--- config.mk ---
export PLATFORM = sky130hd
export DESIGN_NAME = headgen_ucode_seq
export DESIGN_NICKNAME = d
export VERILOG_FILES = /design/src/rtl/headgen_ucode_seq.sv
export SDC_FILE = /design/constraint.sdc
export NUM_CORES = 1
export LEC_CHECK = 0
export ABC_AREA = 1
export CELL_PAD_IN_SITES_DETAIL_PLACEMENT = 2
export CELL_PAD_IN_SITES_GLOBAL_PLACEMENT = 2
export CORE_AREA = 2 2 130 132
export DETAILED_ROUTE_END_ITERATION = 10
export DIE_AREA = 0 0 132 134
export PLACE_DENSITY = 0.84
export SLEW_MARGIN = 20
export SYNTH_ARGS = -nofsm -noshare
export SYNTH_HDL_FRONTEND = slang
export SYNTH_SLANG_ARGS = --single-unit
--- constraint.sdc ---
create_clock -name clk -period 2.75 [get_ports clk]
set_clock_uncertainty 0.2 [all_clocks]
set_input_delay 0.4125 -clock clk [delete_from_list [all_inputs] [get_ports clk]]
set_output_delay 0.4125 -clock clk [all_outputs]
set_load 0.01 [all_outputs]
--- src/rtl/headgen_ucode_seq.sv ---
// Header generator sequencer: fetches hdr_len microcode words starting at
// hdr_base, buffers them in a 2-entry FIFO and streams them out under a
// valid/ready handshake, with per-header frozen dynamic field values.
module headgen_ucode_seq #(
  parameter int unsigned ADDR_W = 6
) (
  input  logic              clk,
  input  logic              rst,
  input  logic              start,
  input  logic [ADDR_W-1:0] hdr_base,
  input  logic [ADDR_W-1:0] hdr_len,
  input  logic [7:0]        dyn_in_0,
  input  logic [7:0]        dyn_in_1,
  input  logic [7:0]        dyn_in_2,
  input  logic [7:0]        dyn_in_3,
  output logic              busy,
  output logic              done,
  output logic              ucode_rd_en,
  output logic [ADDR_W-1:0] ucode_addr,
  input  logic [8:0]        ucode_data,
  output logic [8:0]        microcode_out,
  output logic [7:0]        dyndata_out_0,
  output logic [7:0]        dyndata_out_1,
  output logic [7:0]        dyndata_out_2,
  output logic [7:0]        dyndata_out_3,
  output logic              out_valid,
  input  logic              out_ready,
  output logic              out_sop,
  output logic              out_eop
);

  localparam int unsigned WORD_W = 9;
  localparam int unsigned DYN_W  = 8;

  typedef enum logic {
    IDLE = 1'b0,
    RUN  = 1'b1
  } state_e;

  state_e              state_q, state_d;
  logic [ADDR_W-1:0]   addr_q, addr_d;
  logic [ADDR_W-1:0]   len_q, len_d;
  logic [ADDR_W-1:0]   issued_q, issued_d;
  logic [ADDR_W-1:0]   popped_q, popped_d;
  logic [WORD_W-1:0]   fifo_q [2];
  logic [WORD_W-1:0]   fifo_d [2];
  logic                wr_ptr_q, wr_ptr_d;
  logic                rd_ptr_q, rd_ptr_d;
  logic [1:0]          cnt_q, cnt_d;
  logic                inflight_q, inflight_d;
  logic                done_q, done_d;
  logic [DYN_W-1:0]    dyn_q [4];
  logic [DYN_W-1:0]    dyn_d [4];

  logic                accept;
  logic                pop;
  logic                push;
  logic                rd_en;
  logic                eop_xfer;
  logic [2:0]          occ;

  // Output decode straight from state registers
  assign out_valid     = (cnt_q != 2'd0);
  assign out_sop       = out_valid && (popped_q == '0);
  assign out_eop       = out_valid && (popped_q == (len_q - ADDR_W'(1)));
  assign microcode_out = fifo_q[rd_ptr_q];
  assign busy          = (state_q == RUN);
  assign done          = done_q;
  assign ucode_addr    = addr_q;
  assign ucode_rd_en   = rd_en;
  assign dyndata_out_0 = dyn_q[0];
  assign dyndata_out_1 = dyn_q[1];
  assign dyndata_out_2 = dyn_q[2];
  assign dyndata_out_3 = dyn_q[3];

  // Handshake and read-issue decisions; a pop this cycle frees a slot so reads can stream back to back
  always_comb begin
    accept   = (state_q == IDLE) && start && (hdr_len != '0);
    pop      = out_valid && out_ready;
    push     = inflight_q;
    eop_xfer = pop && out_eop;
    occ      = 3'(cnt_q) + 3'(inflight_q) - 3'(pop);
    rd_en    = (state_q == RUN) && (issued_q != len_q) && (occ < 3'd2);
  end

  // Next-state computation for FSM, read pointer, FIFO and frozen fields
  always_comb begin
    state_d    = state_q;
    addr_d     = addr_q;
    len_d      = len_q;
    issued_d   = issued_q;
    popped_d   = popped_q;
    fifo_d     = fifo_q;
    wr_ptr_d   = wr_ptr_q;
    rd_ptr_d   = rd_ptr_q;
    cnt_d      = cnt_q;
    inflight_d = rd_en;
    done_d     = eop_xfer;
    dyn_d      = dyn_q;

    unique case (state_q)
      IDLE: begin
        if (accept) begin
          state_d  = RUN;
          addr_d   = hdr_base;
          len_d    = hdr_len;
          issued_d = '0;
          popped_d = '0;
          dyn_d[0] = dyn_in_0;
          dyn_d[1] = dyn_in_1;
          dyn_d[2] = dyn_in_2;
          dyn_d[3] = dyn_in_3;
        end
      end
      RUN: begin
        if (eop_xfer) begin
          state_d = IDLE;
        end
      end
      default: state_d = IDLE;
    endcase

    if (rd_en) begin
      addr_d   = addr_q + ADDR_W'(1);
      issued_d = issued_q + ADDR_W'(1);
    end

    if (push) begin
      fifo_d[wr_ptr_q] = ucode_data;
      wr_ptr_d         = ~wr_ptr_q;
    end

    if (pop) begin
      rd_ptr_d = ~rd_ptr_q;
      popped_d = popped_q + ADDR_W'(1);
    end

    cnt_d = cnt_q + 2'(push) - 2'(pop);
  end

  // State registers; reset abandons any header and drops in-flight read data
  always_ff @(posedge clk or posedge rst) begin
    if (rst) begin
      state_q    <= IDLE;
      addr_q     <= '0;
      len_q      <= '0;
      issued_q   <= '0;
      popped_q   <= '0;
      fifo_q[0]  <= '0;
      fifo_q[1]  <= '0;
      wr_ptr_q   <= 1'b0;
      rd_ptr_q   <= 1'b0;
      cnt_q      <= 2'd0;
      inflight_q <= 1'b0;
      done_q     <= 1'b0;
      dyn_q[0]   <= '0;
      dyn_q[1]   <= '0;
      dyn_q[2]   <= '0;
      dyn_q[3]   <= '0;
    end else begin
      state_q    <= state_d;
      addr_q     <= addr_d;
      len_q      <= len_d;
      issued_q   <= issued_d;
      popped_q   <= popped_d;
      fifo_q     <= fifo_d;
      wr_ptr_q   <= wr_ptr_d;
      rd_ptr_q   <= rd_ptr_d;
      cnt_q      <= cnt_d;
      inflight_q <= inflight_d;
      done_q     <= done_d;
      dyn_q      <= dyn_d;
    end
  end

endmodule

Word level (Yosys, flattened, before mapping)
Index checks and enable logic that the tools add are counted.

Register bits after elaboration: 81. Latch bits: 0. Bits in writable memories: 0. Bits in read-only memories: 0. Input port bits: 57. Output and inout bits: 53. Memories kept: 0.

$add $sub $neg: 8. $mul: 0. Div/mod/pow operators: 0. Order comparisons: 4. Equal/unequal tests: 4. Shifts and indexed selects: 0. Mux-type cells: 16. Bitwise gates (word level): 5. Reduce and logical (&&, ||, !) cells: 17.

Operators with widths (count): 6-bit 2-to-1 mux (7); 9-bit 2-to-1 mux (4); 6-bit by 1-bit adder with 6-bit output, second input constant (3); 18-bit bitwise mux (1); 9-bit demux with 1-bit select (1); 1-bit logical AND (9); 6-bit equality test (1); 6-bit logical NOT (1); 6-bit inequality test (1); 2-bit AND reduction (3); 2-bit nonzero test (3); 6-bit nonzero test (1); 6-bit by 1-bit subtractor with 6-bit output, second input constant (1); 2-bit greater-or-equal comparator, second input constant (2); 2-bit by 1-bit inequality test with 1-bit output, second input constant (2); 1-bit inverter with 2-bit output (2); 2-bit by 1-bit adder with 3-bit output (1); 3-bit by 2-bit < comparator with 1-bit output, second input constant (1); 1-bit inverter (3); 3-bit by 1-bit subtractor with 3-bit output (1); 2-bit by 1-bit adder with 2-bit output (1); 2-bit by 1-bit < comparator with 1-bit output, second input constant (1); 1-bit 2-to-1 mux (2); 1-bit one-hot mux with 2 select lines (1); 2-bit by 1-bit subtractor with 2-bit output (1).

Logic depth before layout (Yosys ltp)
Word-level depth: 7. Gate-level depth with buffers: 17.

Worst setup path after synthesis
Ideal clock, no wire load.

Kind: reg-to-output. Start: register cnt_q[1]. End: output port ucode_rd_en. Arrival: 2521 ps. Slack: -383 ps. Stages on the path, launching flop included: 15. Path buffers: 1. Path through: dfrtp_1 nor2_1 inv_1 nand2_1 inv_1 ha_1 inv_1 ha_1 inv_1 fa_1 o211ai_1 a21oi_2 nand2_2 buf_6 inv_4.

Longest elaborated chain between the ends: 5. Elaborated cells on any way between the ends: 6. Those cells by class: add/sub (2); order compare (1); reduce/logical (3).

Ends and longest elaborated chain: start, declared (RTL line 49) `logic [1:0] cnt_q, cnt_d;`; start signal, assigned (RTL line 169) `cnt_q <= cnt_d;`; 2-bit nonzero test (RTL line 63) `assign out_valid = (cnt_q != 2'd0);`; via out_valid (RTL line 26) `output logic out_valid,`; 1-bit logical AND (RTL line 79) `pop = out_valid && out_ready;`; via pop (RTL line 56) `logic pop;`; 3-bit by 1-bit subtractor with 3-bit output (RTL line 82) `occ = 3'(cnt_q) + 3'(inflight_q) - 3'(pop);`; 3-bit by 2-bit < comparator with 1-bit output (RTL line 83) `rd_en = (state_q == RUN) && (issued_q != len_q) && (occ < 3'd2);`; 1-bit logical AND (RTL line 83); end, declared (RTL line 18) `output logic ucode_rd_en,`.

The timed path passes the listed nets, and every way through them passes these cells.

Final worst setup path
Start: register cnt_q[0]. End: output port ucode_rd_en.

Longest elaborated chain between the ends: 5. Elaborated cells on any way between the ends: 6. Those cells by class: add/sub (2); order compare (1); reduce/logical (3).

Ends and longest elaborated chain (RTL line): 2-bit nonzero test (63); 1-bit logical AND (79); via pop (56); 3-bit by 1-bit subtractor with 3-bit output (82); 3-bit by 2-bit < comparator with 1-bit output (83); 1-bit logical AND (83).

The timed path passes the listed nets, and every way through them passes these cells.

==> flow_summary.toml <==
[clocking]
htreeDepth = 3
path_clk_slew_ns = 0.07
clock_latency_ns = 0.34
cts-root-buf = "clkbuf_16"
cts_buffers = 9
clock-sinks = 81
cts_max_path_buffers = 2
cts_hold_buf = 0
cts_tree = "done"

[global_route]
grt-ovfl-total = 0
antenna_found_initial = 0
grt.total_usage_pct = 15.22
grt_pass1_wl_um = 21340
grt_pass1_vias = 4201
grt_max_degree = 37

[synth]
synth.distinct_cells = 31
ys_ff_latch = 81
ys_warn_count = 0
avgSynthCellArea_sq_um = 8.032
synth.net_count = 542
yosys.area.top_type = "dfrtp_1"
synth_area_sq_um = 3831
synth_top_area_share_pct = 52.91
synth-seq-area-share_pct = 52.91
synth_cells = 477
yosys-top-cells-area = "dfrtp_1 (53%), nand2_1 (21%), inv_1 (4.0%)"

[final_layout]
final_common_cell = "nand2_1"
fin_util_pct = 35.69
areaGrowthSynthToFinish_pct = 51.76
fillers = 1859
layout.nets = 676
final_cell_mix = "nand2_1 (210), clkdlybuf4s50_1 (107), dfrtp_1 (81), inv_1 (35), o21ai_0 (28)"
num_antenna_cells = 0
drive_gt1_share_pct = 11.36

[worst_setup_path]
worst_path_most_repeated_cell = "inv_4"
worst_path_max_delay_cell = "fa_1"
endpoint_kind = "primary output"
critPathArrivalTime_ns = 2.55
critPathKind = "reg2out"
worst-path-buf-inv = 6
critPathRequiredTime_ns = 2.14
max_stage_delay_ns = 0.50
cp_cell_sequence = "nor2_2 > inv_2 > nand2_4 > inv_4 > ha_4 > inv_4 > ha_4 > inv_2 > fa_1 > o211ai_1 > a21oi_2 > nand2_2 > inv_4 > buf_6"
crit_path_start_kind = "flip-flop"
path_delay_family = "adder cells"
cp_max_fo = 2

[routing]
wl_per_cell_um = 15.38
wl_met3_um = 592
first_pass_iters = 4
drt_wl_total_um = 12860
wl_met2_um = 6784
postRouteAntennaNets = 0
vias = 3614
drc_errors = 0
drtIter0Drc = 98
met1_length_um = 5304
top_layer_used = "met4"
vias_per_cell = 4.323

[place]
pre_cts_slack_ns = -0.8780
gp_congestion = 0.7387
hpwlAfterDp_um = 9399
port_buffers = 109

[timing]
whs_ns = 0.2321
setup_viol = 13
rsz0062_at_grt = "true"
setup_ws_ns = -0.4088
finalHoldViolations = 0
relSlewSlack_pct = 61.93
drv_slew = 0
period_share_pct = 114.9
fmax_ghz = 0.3166
fin_crit_ns = 3.159
fin_setup_tns_ns = -1.937
worst_slew_pin_slew_ns = 0.5697

[pwr]
swShare_pct = 38.73
p_seq_share_pct = 29.3
pwr-share-comb_pct = 50.8
p_sw_uw = 2938
power_uw = 7587
irDropWorstVdd_mv = 0.5187
p_leak_uw = 0.002869
pwr-share-clk_pct = 19.9
power.density_nw_per_um2 = 1305
intPower_uw = 4649

[outcome]
status = "finished, violations left"
violations = "negative setup slack"

[floorplanning]
die_x_um = 132
row_count = 47
fp.dieH_um = 134
die-area_sq_um = 17690
placeableCoreArea_sq_um = 16290
start_util_pct = 23.52
io_pins = 110

[job]
maxCapViolCount = 0

[min_path]
hp-class = "in2async"
-- flip-flops by register name (all words and copies together) (netlist names) --
signal,cells
ucode_addr,6
rd_ptr_q,1
issued_q,6
len_q,6
dyndata_out_0,8
done,1
fifo_q,18
popped_q,6
cnt_q,2
inflight_q,1
dyndata_out_2,8
busy,1
dyndata_out_3,8
wr_ptr_q,1
dyndata_out_1,8
-- cell type report --
type	count	area [sq um]	area share, %
Clock buffer	10	229.0	3.938
Clock inverter	6	137.6	2.367
Inverter	45	178.9	3.077
Multi-Input combinational cell	336	1612	27.72
Sequential cell	81	2027	34.86
Tap cell	220	275.3	4.734
Timing Repair Buffer	138	1355	23.31
-- timing repair --
| item | in CTS | in global routing |
|---|---|---|
| resized for setup | 9 | 8 |
| pin swaps | 5 | 1 |
| endpoints found under the setup margin | 23 | 13 |
| cloned | 0 | 1 |
| endpoints found under the hold margin | 0 | 0 |
| buffers inserted | 7 | 5 |
-- worst paths after layout --
check                                  from  slack (ns)               end  depth (start not counted)
max                                cnt_q[0]       -0.41       ucode_rd_en                         14
min                                     rst        0.23              done                          2
min reg2reg                dyndata_out_0[2]        0.28  dyndata_out_0[2]                          2
max reg2reg                        cnt_q[0]       -0.15       issued_q[5]                         17
min in group clk           dyndata_out_0[2]        0.28  dyndata_out_0[2]                          2
max in group asynchronous               rst        1.46     ucode_addr[4]                          3
-- logic make-up after synthesis --
kind of cell / synth area share (%)
buffers and inverters: 6.401
and+or+nand+nor: 27.96
adders and majority gates: 2.809
AOI/OAI and AO/OA: 6.271
DFF: 52.91
xor gates and xnor gates: 3.658
-- synthesized netlist by cell type --
master and instances:
o32ai_1 1, nor2_1 20, nand4_1 2, o22ai_1 1, or2_2 1, nand2_2 2, inv_2 2, buf_6 1
nand3_1 29, ha_1 7, o21ai_2 2, o21ai_1 4, inv_1 41, buf_2 5, a21oi_2 2, fa_1 1
nand2_1 212, a21oi_1 3, clkinv_1 1, nand3b_1 1, nand3_2 1, o211ai_1 1, xor2_1 13, buf_4 1
inv_4 1, clkbuf_1 8, dfrtp_1 81, o21ai_0 28, a21o_1 1, nor4_1 1, xnor2_1 3
-- layer usage --
layer  vias to the layer above  global-route usage, %
met1                      1792                  17.05
met4                         0                  5.072
met3                        13                  4.082
met5                         -                      0
li1                       1744                      -
met2                        65                  27.98
-- worst register-to-register path, stage by stage, from the launching register on --
cell       delay, ns
dfrtp_1         0.39
nor2_2          0.15
inv_2           0.07
nand2_4         0.07
inv_4           0.04
ha_4            0.21
inv_4           0.05
ha_4            0.11
inv_2           0.03
fa_1            0.50
o211ai_1        0.11
a21oi_2         0.19
nand2_2         0.11
buf_4           0.15
buf_6           0.12
clkbuf_16       0.16
nand3_1         0.06
o21ai_1         0.06
-- power groups by stage --
stage          Sequential (uW)  Clock (uW)  Combinational, uW
3_3_place_gp              2200           0               3270
5_1_grt                   2310        1600               4330
3_5_place_dp              2240           0               3500
2_1_floorplan             2240           0               1820
4_1_cts                   2230        1550               3640
6_report                  2220        1510               3860
-- per-stage QoR --
step,instance area [sq um],cells
3_3_place_gp,5305,808
6_report,5814,836
5_1_grt,5814,836
2_1_floorplan,3869,477
3_5_place_dp,5305,808
4_1_cts,5718,830
No activity file was read; power rests on OpenSTA's default activity.
